[src/rtl/snn_pkg.sv]
// Shared types and defaults for the SNN per-neuron phase sequencer.
package snn_pkg;

  localparam int DEF_M     = 10;
  localparam int DEF_STEPS = 5000;
  localparam int DEF_CNT_W = 16;
  localparam int DEF_GAP   = 4;
  localparam int DEF_TO_W  = 8;

  typedef enum logic [3:0] {
    S_IDLE,
    S_INIT,
    S_W_PP1,
    S_LOAD,
    S_PP2,
    S_W_PP2,
    S_CHK,
    S_PP3,
    S_W_PP3M,
    S_W_WIN,
    S_W_PP3,
    S_TU,
    S_GAP,
    S_DONE
  } state_e;

  typedef struct packed {
    logic rdy;
    logic pp1;
    logic pp2;
    logic pp3;
    logic pp3m;
    logic won;
    logic tu;
    logic busy;
    logic done;
  } out_t;

  function automatic logic is_wait(input state_e s);
    return s inside {S_W_PP1, S_W_PP2, S_W_PP3M,
                     S_W_WIN, S_W_PP3};
  endfunction

endpackage

[src/rtl/snn_gap_timer.sv]
// Loadable count-down timer; expired is high while the count is zero.
module snn_gap_timer #(
  parameter int W = 4
) (
  input  logic         clk,
  input  logic         rst,
  input  logic         load,
  input  logic [W-1:0] ld_val,
  input  logic         en,
  output logic         expired
);

  logic [W-1:0] cnt_q, cnt_d;

  always_comb begin
    cnt_d = cnt_q;
    if (load) begin
      cnt_d = ld_val;
    end else if (en && (cnt_q != '0)) begin
      cnt_d = cnt_q - W'(1);
    end
  end

  always_ff @(posedge clk) begin
    if (rst) cnt_q <= '0;
    else     cnt_q <= cnt_d;
  end

  assign expired = (cnt_q == '0);

endmodule

[src/rtl/snn_phase_sequencer.sv]
// Sequences pot_adder through pp1/pp2/pp3/pp3m phases per timestep.
// Optional watchdog on W_* states: define SNN_SEQ_WATCHDOG_EN.
module snn_phase_sequencer
  import snn_pkg::*;
#(
  parameter int M     = DEF_M,
  parameter int STEPS = DEF_STEPS,
  parameter int CNT_W = DEF_CNT_W,
  parameter int GAP   = DEF_GAP,
  parameter int TO_W  = DEF_TO_W
) (
  input  logic             clk,
  input  logic             rst,
  input  logic             go,
  input  logic             spike_in_valid,
  input  logic [M-1:0]     spike_in,
  output logic             spike_in_ready,
  input  logic             valid_pp1,
  input  logic             valid_pp2,
  input  logic             valid_pp3m,
  input  logic             valid_pp3,
  input  logic             spike_pp,
  input  logic             win_valid,
  input  logic             win_hold,
  output logic [M-1:0]     spike_ip_nub,
  output logic             start_pp1,
  output logic             start_pp2,
  output logic             start_pp3,
  output logic             start_pp3m,
  output logic             won_lost_hold,
  output logic             TU_incre,
  output logic [CNT_W-1:0] step_cnt,
  output logic             busy,
  output logic             done,
  output logic             err_timeout
);

  localparam int GW = (GAP < 2) ? 1 : $clog2(GAP + 1);
  localparam logic [GW-1:0] GAP_LD =
    GW'((GAP > 0) ? GAP - 1 : 0);
  localparam logic [CNT_W-1:0] STEPS_C = CNT_W'(STEPS);

  state_e           state_q, state_d, nxt;
  state_e           tgt_q, tgt_d;
  logic             fire_q, fire_d;
  logic [M-1:0]     nub_q, nub_d;
  logic [CNT_W-1:0] cnt_q, cnt_d;
  logic             err_q, err_d;
  out_t             out_q, out_d;
  logic             gap_exp, wd_to;

  function automatic state_e via_gap(input state_e t);
    return (GAP == 0) ? t : S_GAP;
  endfunction

  always_comb begin
    nxt    = state_q;
    tgt_d  = tgt_q;
    fire_d = fire_q;
    nub_d  = nub_q;
    cnt_d  = cnt_q;
    unique case (state_q)
      S_IDLE, S_DONE: if (go) begin
        nxt   = S_INIT;
        cnt_d = '0;
      end
      S_INIT:  nxt = S_W_PP1;
      S_W_PP1: if (valid_pp1) begin
        nxt   = via_gap(S_LOAD);
        tgt_d = S_LOAD;
      end
      S_LOAD: if (spike_in_valid && out_q.rdy) begin
        nub_d = spike_in;
        nxt   = S_PP2;
      end
      S_PP2:   nxt = S_W_PP2;
      S_W_PP2: if (valid_pp2) begin
        fire_d = spike_pp;
        nxt    = S_CHK;
      end
      S_CHK:    nxt = fire_q ? S_PP3 : S_TU;
      S_PP3:    nxt = S_W_PP3M;
      S_W_PP3M: if (valid_pp3m) begin
        nxt   = via_gap(S_W_WIN);
        tgt_d = S_W_WIN;
      end
      S_W_WIN: if (win_valid) nxt = S_W_PP3;
      S_W_PP3: if (valid_pp3) nxt = S_TU;
      S_TU: if (cnt_q >= STEPS_C) begin
        nxt = S_DONE;
      end else begin
        nxt   = via_gap(S_LOAD);
        tgt_d = S_LOAD;
      end
      S_GAP:   if (gap_exp) nxt = tgt_q;
      default: nxt = S_IDLE;
    endcase
    // count moves with the TU_incre pulse, saturating at STEPS
    if (nxt == S_TU && state_q != S_TU && cnt_q < STEPS_C)
      cnt_d = cnt_q + CNT_W'(1);
  end

  assign state_d = wd_to ? S_IDLE : nxt;
  assign err_d   = err_q | wd_to;

  always_comb begin
    out_d      = '0;
    out_d.rdy  = (state_d == S_LOAD);
    out_d.pp1  = (state_d == S_INIT);
    out_d.pp2  = (state_d == S_PP2);
    out_d.pp3  = (state_d == S_PP3);
    out_d.pp3m = (state_q == S_W_WIN) && win_valid;
    out_d.won  = out_d.pp3m && win_hold;
    out_d.tu   = (state_d == S_TU);
    out_d.busy = !(state_d inside {S_IDLE, S_DONE});
    out_d.done = (state_d == S_DONE);
  end

  snn_gap_timer #(.W(GW)) u_gap (
    .clk     (clk),
    .rst     (rst),
    .load    ((state_d == S_GAP) && (state_q != S_GAP)),
    .ld_val  (GAP_LD),
    .en      (state_q == S_GAP),
    .expired (gap_exp)
  );

`ifdef SNN_SEQ_WATCHDOG_EN
  logic wd_exp;

  snn_gap_timer #(.W(TO_W)) u_wd (
    .clk     (clk),
    .rst     (rst),
    .load    (is_wait(nxt) && (nxt != state_q)),
    .ld_val  ({TO_W{1'b1}} - TO_W'(1)),
    .en      (is_wait(state_q)),
    .expired (wd_exp)
  );

  assign wd_to = is_wait(state_q) && (nxt == state_q)
              && wd_exp;
`else
  // no watchdog: waits never time out
  assign wd_to = (TO_W < 0);
`endif

  always_ff @(posedge clk) begin
    if (rst) begin
      state_q <= S_IDLE;
      tgt_q   <= S_IDLE;
      fire_q  <= 1'b0;
      nub_q   <= '0;
      cnt_q   <= '0;
      err_q   <= 1'b0;
      out_q   <= '0;
    end else begin
      state_q <= state_d;
      tgt_q   <= tgt_d;
      fire_q  <= fire_d;
      nub_q   <= nub_d;
      cnt_q   <= cnt_d;
      err_q   <= err_d;
      out_q   <= out_d;
    end
  end

  assign spike_in_ready = out_q.rdy;
  assign spike_ip_nub   = nub_q;
  assign start_pp1      = out_q.pp1;
  assign start_pp2      = out_q.pp2;
  assign start_pp3      = out_q.pp3;
  assign start_pp3m     = out_q.pp3m;
  assign won_lost_hold  = out_q.won;
  assign TU_incre       = out_q.tu;
  assign step_cnt       = cnt_q;
  assign busy           = out_q.busy;
  assign done           = out_q.done;
  assign err_timeout    = err_q;

endmodule

[config.mk]
export PLATFORM = sky130hd
export DESIGN_NAME = snn_phase_sequencer
export DESIGN_NICKNAME = d
export VERILOG_FILES = /design/src/rtl/snn_pkg.sv /design/src/rtl/snn_gap_timer.sv /design/src/rtl/snn_phase_sequencer.sv
export SDC_FILE = /design/constraint.sdc
export NUM_CORES = 1
export LEC_CHECK = 0
export CORE_MARGIN = 3
export CORE_UTILIZATION = 50
export DETAILED_ROUTE_END_ITERATION = 12
export GPL_ROUTABILITY_DRIVEN = 0
export PLACE_DENSITY = 0.87
export REMOVE_ABC_BUFFERS = 1
export SYNTH_ARGS = -nofsm -noshare
export SYNTH_HDL_FRONTEND = slang
export SYNTH_SLANG_ARGS = --single-unit
[constraint.sdc]
create_clock -name clk -period 3 [get_ports clk]
set_input_delay 0.45 -clock clk [delete_from_list [all_inputs] [get_ports clk]]
set_output_delay 0.45 -clock clk [all_outputs]
set_load 0.01 [all_outputs]
==> results.md <==
- Ys async rst share: 0%
- Clock net sink count: 46
- Largest net degree at the start of global routing: 25
- Area of the multi-input gates: 1330 um^2
- Hold EP: tgt_q[0]
- Largest stage delay, worst path: 0.66 ns
- Die Span Y: 75.1 um
- Hold slack: 0.462 ns
- Io pins: 57
- Initial antenna violation count: 0
- Flops & latches, synth: 46
- Worst Clk Skew: 0.00440 ns
- P&R area growth vs syn: 26.9%
- Slew Limit Headroom: 55.3%
- Via-to-Cell Ratio: 5.67
- Pre-CTS setup slack: 0.188 ns
- Met2 Usage GRT: 33.4%
- # diodes: 0
- Final setup violation count: 0
- Post-detail-place hpwl: 3880 um
- Netlist cell types: 58
- Die area: 5650 um^2
- Outcome: finished, final reports clean
- Number of synthesized flops with an enable pin: 0
- Max Slew Vio Count: 0
- Ys flop type: dfxtp_1
- Worst path arrival time: 2.74 ns
- Setup TNS: 0 ns
- Crit. End Element: flip-flop
- TritonCTS clock tree: built
- CP Cell Sequence: nor2_1 -> a32oi_1 -> or4b_1 -> nor2_4 -> a21boi_2 -> a21bo_2
- Setup CP Type: flip-flop to flip-flop
- RSZ-0062 raised after global routing: false
- PortBufs: 55
- Hold depth: 1
- End of the worst register-to-register path: step_cnt[0]
- Final wirelength: 5300 um
- Crit path time final: 2.54 ns
- Worst-path maximum fanout: 16
- Avg Synthesized Cell Area: 9.16 um^2
- Leakage: 1.26 nW
- Worst skew pair latency: 0.29 ns
- Achievable Freq: 393 MHz
- Fin. Hold Viols: 0
- Die width: 75.1 um
- Hold_buf cts: 0
- Clk buf depth: 2
- CP required: 3.19 ns
- Slew @ Worst Pin: 0.670 ns
- TritonCTS Buffers: 5
- Worst-path clk slew: 0.08 ns
- Vias in the first global route: 1,957
- Worst Min Path Start: tgt_q[0]
- Yosys warnings: 0
- Wire length per cell: 14.4 um
- Drt pass-1 iters: 4
- GRT Resource Usage Total: 20.2%
- Met3 usage: 5.47%
- Share of cells above drive strength 1: 8.57%
- Worst-case reg-to-reg path depth: 6
- Drt initial violations: 143
- DRC: 0
- Peak VDD IR: 322 uV
- Final core utilization: 67.8%
- Gr ovfl total: 0
- Busiest grt layer: met2
- Postcts setup bufs: 0
- Placeable Area: 4470 um^2
- Min setup slack post-route: 0.456 ns
- First-pass GRT wire length: 8850 um
- Synth Instances: 261
- Setup slack, reg-to-reg: 0.46 ns
- Final Cycle Share: 84.8%
- Syn Std Cell Area: 2390 um^2
- Commonest non-fill, non-tap cell in the layout: clkdlybuf4s50_1
- Commonest non-fill, non-tap cells in the layout: clkdlybuf4s50_1, dfxtp_1, nor2_1
- Nets: 341
- Fill cell count: 360
- Register Area: 921 um^2
- Hold crit path type: flip-flop to flip-flop
- Register area share after synthesis: 38.5%
- Final ANT Viol Nets: 0
- CP max stage cell: or4b_1
- Critical R2R Launch: state_q[3]
- Number of cell rows: 24
- Initial Util: 53.4%
- Setup crit start kind: flip-flop
- Power per Cell Area: 571 nW/um^2
- Clock Tree Root: clkbuf_8
- Max_cap viols: 0
- CTS resizes: 0
- DR vias: 2,082
- # H-tree levels: 2
- Met1 usage: 24.8%
-- worst max-delay path by stage --
stage               cells past startpoint     endpoint  slack, ns  startpoint
global placement                        7  step_cnt[0]       0.22          go
CTS                                     7  step_cnt[0]       0.49          go
detailed placement                      7  step_cnt[0]       0.19          go
finish                                  6  step_cnt[0]       0.46  state_q[3]
floorplan                               6  step_cnt[0]       0.61  state_q[2]
global route                            6  step_cnt[0]       0.29  state_q[3]
-- registers in the layout, indices dropped and copies added, names as in the netlist, 3 cells and up --
| name | flops |
|---|---|
| state_q | 4 |
| spike_ip_nub | 10 |
| step_cnt | 16 |
| u_gap.cnt_q | 3 |
| tgt_q | 3 |
-- critical path, delay by kind of cell, from the launching register on --
kind / cells / cell delay [ns]
AO/OA/AOI/OAI: 3 / 0.79
flip-flops: 1 / 0.62
AND/OR/NAND/NOR: 3 / 1.02
-- cells in the mapped netlist (all sizes together) (2+ instances only) --
cell type | n | share of area (%)
a21o | 12 | 3.8
a21oi | 12 | 2.5
and2 | 9 | 2.4
and2b | 3 | 0.94
and3 | 4 | 1.0
buf | 11 | 3.9
clkbuf | 2 | 0.31
dfxtp | 46 | 39
ha | 4 | 2.1
inv | 9 | 1.4
mux2i | 11 | 4.6
nand2 | 19 | 3.1
nand2b | 2 | 0.52
nand3 | 9 | 1.9
nand3b | 3 | 0.94
nand4 | 4 | 1.0
nand4b | 2 | 0.73
nand4bb | 2 | 0.94
nor2 | 28 | 4.8
nor2b | 7 | 2.1
nor3 | 13 | 3.2
nor3b | 2 | 0.63
nor4 | 4 | 1.9
nor4b | 2 | 0.99
o211a | 8 | 3.4
o21a | 2 | 0.63
o21ai | 2 | 0.42
o221ai | 2 | 0.73
o2bb2ai | 4 | 1.5
or2 | 2 | 0.52
xnor2 | 3 | 1.1
xor2 | 2 | 0.73
-- metrics by stage --
step | std cells | cell area, um^2 | power [mW]
global placement | 361 | 2950 | 1.36
finish | 367 | 3030 | 1.73
detailed placement | 361 | 2950 | 1.37
CTS | 367 | 3030 | 1.74
floorplan | 248 | 2290 | 1.14
global route | 367 | 3030 | 1.84
-- where the power goes --
part / total [mW] / internal (mW) / leakage [nW] / switching [mW]
sequential: 0.725 / 0.655 / 0.372 / 0.0697
combinational: 0.643 / 0.285 / 0.849 / 0.358
clock: 0.364 / 0.178 / 0.0431 / 0.187
-- metal layers --
metal,up-vias,part of all wire [%]
li1,1032,-
met1,961,43
met2,72,48
met3,17,5.8
met4,0,2.7
met5,-,0
-- area by class of cell --
class	instances	share of cell area, %
Clock buffer	6	2.72
Timing Repair Buffer	61	19.6
Tap cell	52	2.15
Multi-Input combinational cell	193	44.0
Inverter	9	1.11
Sequential cell	46	30.4
-- cells by family after synthesis --
group | Yosys count | share of synthesized area (%)
and+or+nand+nor | 121 | 30.2
AOI/OAI and AO/OA | 51 | 16.9
DFF | 46 | 38.5
buffers and inverters | 22 | 5.65
muxes | 11 | 4.61
xor gates and xnor gates | 5 | 1.83
adders and majority gates | 4 | 2.09
other | 1 | 0.157
Power figures use the tool's default switching activity.
